### config.mk
export PLATFORM = sky130hd
export DESIGN_NAME = bit_serializer_flat
export DESIGN_NICKNAME = d
export VERILOG_FILES = /design/src/rtl/bit_serializer_if.sv /design/src/rtl/bit_serializer.sv /design/src/flat_wrapper.sv
export SDC_FILE = /design/constraint.sdc
export NUM_CORES = 1
export LEC_CHECK = 0
export ABC_AREA = 1
export CORE_UTILIZATION = 35
export DETAILED_ROUTE_END_ITERATION = 6
export MAX_ROUTING_LAYER = met4
export PLACE_DENSITY = 0.73
export SLEW_MARGIN = 40
export SYNTH_ARGS = -nofsm -noshare
export SYNTH_HDL_FRONTEND = slang
export SYNTH_SLANG_ARGS = --single-unit
export TNS_END_PERCENT = 1
### constraint.sdc
create_clock -name clk -period 2.85 [get_ports clk]
set_input_delay 0.855 -clock clk [delete_from_list [all_inputs] [get_ports clk]]
set_output_delay 0.855 -clock clk [all_outputs]
set_load 0.02 [all_outputs]
### src/rtl/bit_serializer_if.sv
`default_nettype none
// ============================================================================
// Module      : bit_serializer_if
// Description : Handshake bundle for bit_serializer. Carries the parallel
//               input word channel (in_valid/in_ready/in_data), the serial
//               output channel (out_valid/out_ready/out_bit/out_sel/out_last)
//               and the side-band flush/busy signals.
//               master : the producer/consumer environment around the block
//               slave  : the serializer itself
// Revision    : 1.0 - initial release
// ============================================================================
interface bit_serializer_if #(
    parameter int WIDTH = 8,
    parameter int SEL_W = $clog2(WIDTH)
);
    logic             flush;
    logic             in_valid;
    logic             in_ready;
    logic [WIDTH-1:0] in_data;
    logic             out_valid;
    logic             out_ready;
    logic             out_bit;
    logic [SEL_W-1:0] out_sel;
    logic             out_last;
    logic             busy;

    modport master (
        output flush,
        output in_valid,
        output in_data,
        output out_ready,
        input  in_ready,
        input  out_valid,
        input  out_bit,
        input  out_sel,
        input  out_last,
        input  busy
    );

    modport slave (
        input  flush,
        input  in_valid,
        input  in_data,
        input  out_ready,
        output in_ready,
        output out_valid,
        output out_bit,
        output out_sel,
        output out_last,
        output busy
    );
endinterface
`default_nettype wire

### src/rtl/bit_serializer.sv
`default_nettype none
// ============================================================================
// Module      : bit_serializer
// Description : Accepts a parallel word on a valid/ready handshake and emits
//               it one bit per beat, tagging each bit with its index in the
//               word. Back-to-back words stream with no bubble.
// Ports       : clk    - rising-edge clock
//               resetn - asynchronous active-low reset
//               bus    - bit_serializer_if.slave (flush, input word channel,
//                        serial output channel, busy)
// Parameters  : WIDTH     - bits per word (>= 2)
//               SEL_W     - index width, derived from WIDTH
//               MSB_FIRST - 0: emit index 0..WIDTH-1, 1: WIDTH-1..0
// Revision    : 1.0 - initial release
// ============================================================================
module bit_serializer #(
    parameter int WIDTH     = 8,
    parameter int SEL_W     = $clog2(WIDTH),
    parameter bit MSB_FIRST = 1'b0
) (
    input  wire               clk,
    input  wire               resetn,
    bit_serializer_if.slave   bus
);

    localparam logic [0:0] c_IDLE  = 1'b0;
    localparam logic [0:0] c_SHIFT = 1'b1;

    localparam int c_FIRST_INT = MSB_FIRST ? WIDTH - 1 : 0;
    localparam int c_LAST_INT  = MSB_FIRST ? 0 : WIDTH - 1;
    localparam logic [SEL_W-1:0] c_FIRST_IDX = c_FIRST_INT[SEL_W-1:0];
    localparam logic [SEL_W-1:0] c_LAST_IDX  = c_LAST_INT[SEL_W-1:0];

    logic [0:0]       r_state;
    logic [WIDTH-1:0] r_word;
    logic [SEL_W-1:0] r_sel;

    logic             w_out_valid;
    logic             w_out_last;
    logic             w_out_beat;
    logic             w_last_beat;
    logic             w_in_ready;
    logic             w_in_beat;
    logic [SEL_W-1:0] w_sel_next;

    // Index stepping direction is fixed at elaboration.
    generate
        if (MSB_FIRST) begin : g_msb_first
            assign w_sel_next = r_sel - 1'b1;
        end else begin : g_lsb_first
            assign w_sel_next = r_sel + 1'b1;
        end
    endgenerate

    assign w_out_valid = (r_state == c_SHIFT);
    // Gated by state so an idle block with MSB_FIRST (out_sel=0) never
    // reports a last bit.
    assign w_out_last  = w_out_valid && (r_sel == c_LAST_IDX);
    assign w_out_beat  = w_out_valid && bus.out_ready;
    assign w_last_beat = w_out_beat && w_out_last;
    // Combinational out_ready -> in_ready path lets the next word load on
    // the same edge the last bit leaves, giving 1 bit/cycle sustained.
    assign w_in_ready  = !bus.flush && (!w_out_valid || w_last_beat);
    assign w_in_beat   = bus.in_valid && w_in_ready;

    always_ff @(posedge clk or negedge resetn) begin
        if (!resetn) begin
            r_state <= c_IDLE;
            r_word  <= '0;
            r_sel   <= '0;
        end else if (bus.flush) begin
            // Flush wins over any output beat; the held word is abandoned.
            r_state <= c_IDLE;
        end else if (w_in_beat) begin
            r_state <= c_SHIFT;
            r_word  <= bus.in_data;
            r_sel   <= c_FIRST_IDX;
        end else if (w_last_beat) begin
            // out_sel deliberately holds the final index while idle.
            r_state <= c_IDLE;
        end else if (w_out_beat) begin
            r_sel   <= w_sel_next;
        end
    end

    assign bus.in_ready  = w_in_ready;
    assign bus.out_valid = w_out_valid;
    assign bus.out_bit   = r_word[r_sel];
    assign bus.out_sel   = r_sel;
    assign bus.out_last  = w_out_last;
    assign bus.busy      = w_out_valid;

endmodule
`default_nettype wire
### src/flat_wrapper.sv
// flat-port wrapper written by rule: the top's interface ports become plain ports
module bit_serializer_flat 
#(
    parameter int WIDTH     = 8,
    parameter int SEL_W     = $clog2(WIDTH),
    parameter bit MSB_FIRST = 1'b0
)
  (clk, resetn, bus_flush, bus_in_valid, bus_in_data, bus_out_ready, bus_in_ready, bus_out_valid, bus_out_bit, bus_out_sel, bus_out_last, bus_busy);
  bit_serializer_if #(.WIDTH(WIDTH), .SEL_W(SEL_W)) bus_i ();
  input  wire clk;
  input  wire resetn;
  input wire logic [$bits(bus_i.flush)-1:0] bus_flush;
  input wire logic [$bits(bus_i.in_valid)-1:0] bus_in_valid;
  input wire logic [$bits(bus_i.in_data)-1:0] bus_in_data;
  input wire logic [$bits(bus_i.out_ready)-1:0] bus_out_ready;
  output wire logic [$bits(bus_i.in_ready)-1:0] bus_in_ready;
  output wire logic [$bits(bus_i.out_valid)-1:0] bus_out_valid;
  output wire logic [$bits(bus_i.out_bit)-1:0] bus_out_bit;
  output wire logic [$bits(bus_i.out_sel)-1:0] bus_out_sel;
  output wire logic [$bits(bus_i.out_last)-1:0] bus_out_last;
  output wire logic [$bits(bus_i.busy)-1:0] bus_busy;
  assign bus_i.flush = bus_flush;
  assign bus_i.in_valid = bus_in_valid;
  assign bus_i.in_data = bus_in_data;
  assign bus_i.out_ready = bus_out_ready;
  assign bus_in_ready = bus_i.in_ready;
  assign bus_out_valid = bus_i.out_valid;
  assign bus_out_bit = bus_i.out_bit;
  assign bus_out_sel = bus_i.out_sel;
  assign bus_out_last = bus_i.out_last;
  assign bus_busy = bus_i.busy;
  bit_serializer #(.WIDTH(WIDTH), .SEL_W(SEL_W), .MSB_FIRST(MSB_FIRST)) u_core (.clk(clk), .resetn(resetn), .bus(bus_i));
endmodule
* Word level (Yosys, flattened, before mapping)
Index checks and enable logic that the tools add are counted.
W data, S select, Z words.
** Cells by class
- Reductions and logical operators :: 12
- Mux-type cells :: 8
- Add/sub/neg operators :: 1
- Equal/unequal tests :: 2
- Magnitude comparators :: 1
- Bitwise logic cells :: 1
** Operators with widths (count)
- $mux W3 :: 3
- $logic_and A1 B1 Y1 :: 5
- $lt A3 B4 Y1 const B :: 1
- $mux W1 :: 4
- $add A3 B1 Y3 const B :: 1
- $bmux W1 S3 :: 1
- $eq A3 B3 Y1 const B :: 1
- $reduce_and A3 Y1 :: 1
- $reduce_bool A3 Y1 :: 1
- $logic_not A1 Y1 :: 2
- $ne A2 B2 Y1 const B :: 1
- $reduce_and A2 Y1 :: 1
- $reduce_bool A2 Y1 :: 1
- $logic_or A1 B1 Y1 :: 1
- $not A1 Y1 :: 1
** Storage, ports and cells
- Logic and storage cells :: 28
- Register bits :: 12
- Output and inout bits :: 8
- Input bits :: 13

* Longest topological paths before layout
- Depth after elaboration :: 8
- Gate-level depth with buffers :: 9
- Mapped depth without buffers :: 8

* Worst setup path before layout
No wires, ideal clock.
- Path kind :: reg2out
- Start :: reg u_core.r_sel[0] (netlist: u_core.bus.out_sel[0])
- End :: out bus_in_ready
- Setup slack :: 764 ps
- Cell stages (with the launch flop) :: 7
- Data arrival time :: 1231 ps
- Buffers on the path :: 0
- Path through :: dfrtp_1 ha_1 ha_1 nand2_1 nand2_2 nand2_1 inv_1
** Between the ends
- Word-level cells in the longest chain between the ends :: 5
** RTL lines
- from (decl) :: RTL line bit_serializer.sv:36 : logic [SEL_W-1:0] r_sel;
- from (signal assigned) :: RTL line bit_serializer.sv:77 : r_sel <= c_FIRST_IDX;
- from (signal assigned) :: RTL line bit_serializer.sv:82 : r_sel <= w_sel_next;
- $eq A3 B3 Y1 :: RTL line bit_serializer.sv:58 : assign w_out_last = w_out_valid && (r_sel == c_LAST_IDX);
- $logic_and A1 B1 Y1 :: RTL line bit_serializer.sv:58
- $logic_and A1 B1 Y1 :: RTL line bit_serializer.sv:60 : assign w_last_beat = w_out_beat && w_out_last;
- $logic_or A1 B1 Y1 :: RTL line bit_serializer.sv:63 : assign w_in_ready = !bus.flush && (!w_out_valid || w_last_beat);
- $logic_and A1 B1 Y1 :: RTL line bit_serializer.sv:63
- to (decl) :: RTL line flat_wrapper.sv:16 : output wire logic [$bits(bus_i.in_ready)-1:0] bus_in_ready;
No other way between the ends.

* Worst setup path in the final report
- Start :: in bus_out_ready
- End :: out bus_in_ready
** Between the ends
- Word-level cells in the longest chain between the ends :: 4
** RTL lines
- from (decl) :: RTL line flat_wrapper.sv:15 : input wire logic [$bits(bus_i.out_ready)-1:0] bus_out_ready;
- $logic_and A1 B1 Y1 :: RTL line bit_serializer.sv:59 : assign w_out_beat = w_out_valid && bus.out_ready;
- $logic_and A1 B1 Y1 :: RTL line bit_serializer.sv:60
- $logic_or A1 B1 Y1 :: RTL line bit_serializer.sv:63
- $logic_and A1 B1 Y1 :: RTL line bit_serializer.sv:63
No other way between the ends.

==> results by group <==
Synthesis
  • Main synth FF type: dfrtp_1
  • Commonest cells in the synthesized netlist: nand2_1 (45), inv_1 (17), dfrtp_1 (12)
  • Top cell type's share of synthesized area: 0.451
  • Compound-cell area share of the yosys netlist: 0.0226
  • Post-synthesis xor/xnor area fraction: 0
  • Post-synthesis simple-gate area fraction: 0.359
  • Post-synth EDFFs: 0
  • Post-Syn Nets: 109
  • Synth top area cells: dfrtp_1 (45%), nand2_1 (25%), inv_1 (9.6%)
  • Adder-cell share of the synthesized area: 0.0376
  • FFs w/ async S/R, synth: 1.00
  • Mapped Cells: 94
  • Post-synthesis area per instance: 7.08 um2
  • Seq/Total Area, Yosys: 0.451
  • Syn. warnings: 0
  • Register bit count reported by yosys: 12
  • Proportion of synthesized area in mux cells: 0
  • Post-synthesis cell type count: 12
  • Most common cell in the netlist: nand2_1
  • Largest family of logic cells by synthesized area: simple AND/OR/NAND/NOR gates
  • Synth area leader: dfrtp_1
  • Cell Area, Synth: 666 um2

Floorplanning
  • Starting Density: 0.381
  • Placement Rows: 15
  • Die height: 45.6 um
  • Die width: 45.6 um
  • Core ar.: 1750 um2
  • Ports: 21
  • Die ar.: 2080 um2

Worst hold path
  • Hold Crit Start: u_core.r_word[5]
  • Type of the tightest min-delay check: flip-flop to flip-flop

Worst setup path
  • Crit path launch type: input port
  • Reg-to-Reg Start: u_core.bus.out_sel[0]
  • CP Max Fanout: 2
  • Crit. End Element: output pin
  • Crit-path most repeated cell: nand2_1
  • WP data arrival: 1.87 ns
  • Buf+Inv Stages, Crit Path: 3
  • Crit path from: bus_out_ready
  • Crit path largest cell delay: 0.47 ns
  • Crit path kind: input port to output pin
  • CP required: 2.00 ns
  • Critical path, cell by cell: clkdlybuf4s50_1 > nand2_1 > nand2_2 > nand2_1 > inv_1 > dlygate4sd2_1
  • Worst path slowest cell: clkdlybuf4s50_1
  • Crit path max-delay family: buffers and inverters

Finish
  • Post-layout util: 0.528
  • Final net count: 135
  • P&R area growth vs syn: 38.5%
  • Fraction of layout cells with a size suffix above 1: 0.0763
  • Antenna diodes: 0
  • Cell area after layout: 922 um2
  • FILL cells: 182

Clocking
  • Clock Path Buffers: 2
  • CTS buffer count: 3
  • Clk_lat worst skew: 0.28 ns
  • CTS Hold Bufs: 0
  • Clock transition at path regs: 0.07 ns
  • H-tree depth: 1
  • Clk root buf: clkbuf_4
  • CTS tree: yes
  • Sink Count: 12
  • Postcts setup bufs: 0

STA
  • Fmax: 368 MHz
  • Slew at the pin closest to its max-slew limit: 0.521 ns
  • RSZ-0062 raised after global routing: false
  • Clock skew: 0.00132 ns
  • Max_slew headroom: 0.652
  • Final-report hold violation count: 0
  • Final setup fails: 0
  • Slew Limit Fails: 0
  • Final worst slack: 0.129 ns
  • Min Tclk post-route: 2.72 ns
  • Post-route clock period utilization: 0.955

Global route
  • Total congestion overflow: 0
  • Number of global-route vias before repair: 490
  • Gr usage total: 0.148
  • First-pass GRT wire length: 2060 um
  • Largest net degree at the start of global routing: 13
  • Initial antenna violation count: 0

Pwr
  • Total power: 0.000455 W
  • Maximum vdd drop: 216 uV
  • Pwr per Cell Area: 494 nW/um2
  • Leak: 0.505 nW

Placement
  • Dpl hpwl: 929 um
  • Port-buffer cells: 20
  • Placer Congestion: 0.768
  • Pre-CTS setup slack: -0.144 ns
  • Placed inst area: 901 um2

Routing
  • Vias post-DR: 600
  • Drt wl/cell: 8.55 um
  • Final wirelength: 1220 um
  • Vias per std cell: 4.20
  • DRC violations left: 0
  • Detail Route Antenna Nets: 0
  • First DRT Iteration DRCs: 8
  • DR pass1 iterations: 3

Run
  • Max Cap Viol: 0

Run status
  • Status: finished, final reports clean
[what timing repair did]
item / 4_1_cts / 5_1_grt
endpoints found under the hold margin: 0 / 0
resized for setup: 1 / 0
endpoints found under the setup margin: 1 / 0
[tightest hold or removal path, stage by stage (launching register included)]
cell     delay [ns]
dfrtp_1        0.35
nand2_1        0.05
nand2_1        0.05
[path summary, 6_finish.rpt]
kind | end | slack [ns] | cells past startpoint
setup / recovery | bus_in_ready | 0.13 | 6
hold / removal | u_core.r_word[5] | 0.48 | 2
setup reg to reg | u_core.r_word[0] | 1.21 | 9
hold reg to reg | u_core.r_word[5] | 0.48 | 2
max in group asynchronous | u_core.bus.out_sel[1] | 1.59 | 1
min in group asynchronous | u_core.bus.busy | 0.92 | 1
[routing by layer]
metal	GRT usage	routed length [um]	vias to the layer above	share of wire
li1	-	-	328	-
met1	0.187	599	255	0.49
met2	0.217	540	15	0.44
met3	0.0397	60	2	0.049
met4	0.0727	22	0	0.018
met5	-	0	-	0
[area by class of cell]
type,instances,area (um2),area share
Sequential cell,12,300,0.326
Timing Repair Buffer,23,221,0.240
Multi-Input combinational cell,62,279,0.303
Inverter,18,67.6,0.0733
Clock buffer,3,22.5,0.0244
Tap cell,25,31.3,0.0339
[logic make-up after synthesis]
kind of cell	after synthesis
adder cells (fa/ha/maj)	2
AO/OA/AOI/OAI	3
AND/OR/NAND/NOR	57
buffers and inverters	20
flip-flops	12
[report_power, final]
group	total (W)	switching, W	internal (W)
Clock	0.000108	0.0000590	0.0000490
Combinational	0.000135	0.0000692	0.0000653
Sequential	0.000213	0.0000191	0.000194
Total	0.000455	0.000147	0.000308
[metrics by stage]
stage	setup TNS, ns	instances	hold slack (ns)
final	0	143	0.481
after global routing	0	143	0.506
after detailed placement	-0.144	140	0.466
after floorplan	0	94	0.449
after CTS	0	143	0.485
after global placement	-0.150	140	0.463
[sequential cells by signal, indices dropped and copies added, names as in the netlist]
name	count
u_core.r_word	8
u_core.bus.busy	1
u_core.bus.out_sel	3
[placed cells by master, fill, tap and decap left out]
master,n
a21oi_1,3
nand2_2,1
nand3_1,7
dfrtp_1,12
inv_2,1
inv_1,17
dlygate4sd2_1,1
buf_4,3
ha_1,2
clkbuf_4,3
nor2_1,3
nand2_1,45
clkdlybuf4s50_1,19
nand3_4,1
Note: power is estimated with default switching activity, not from simulation.
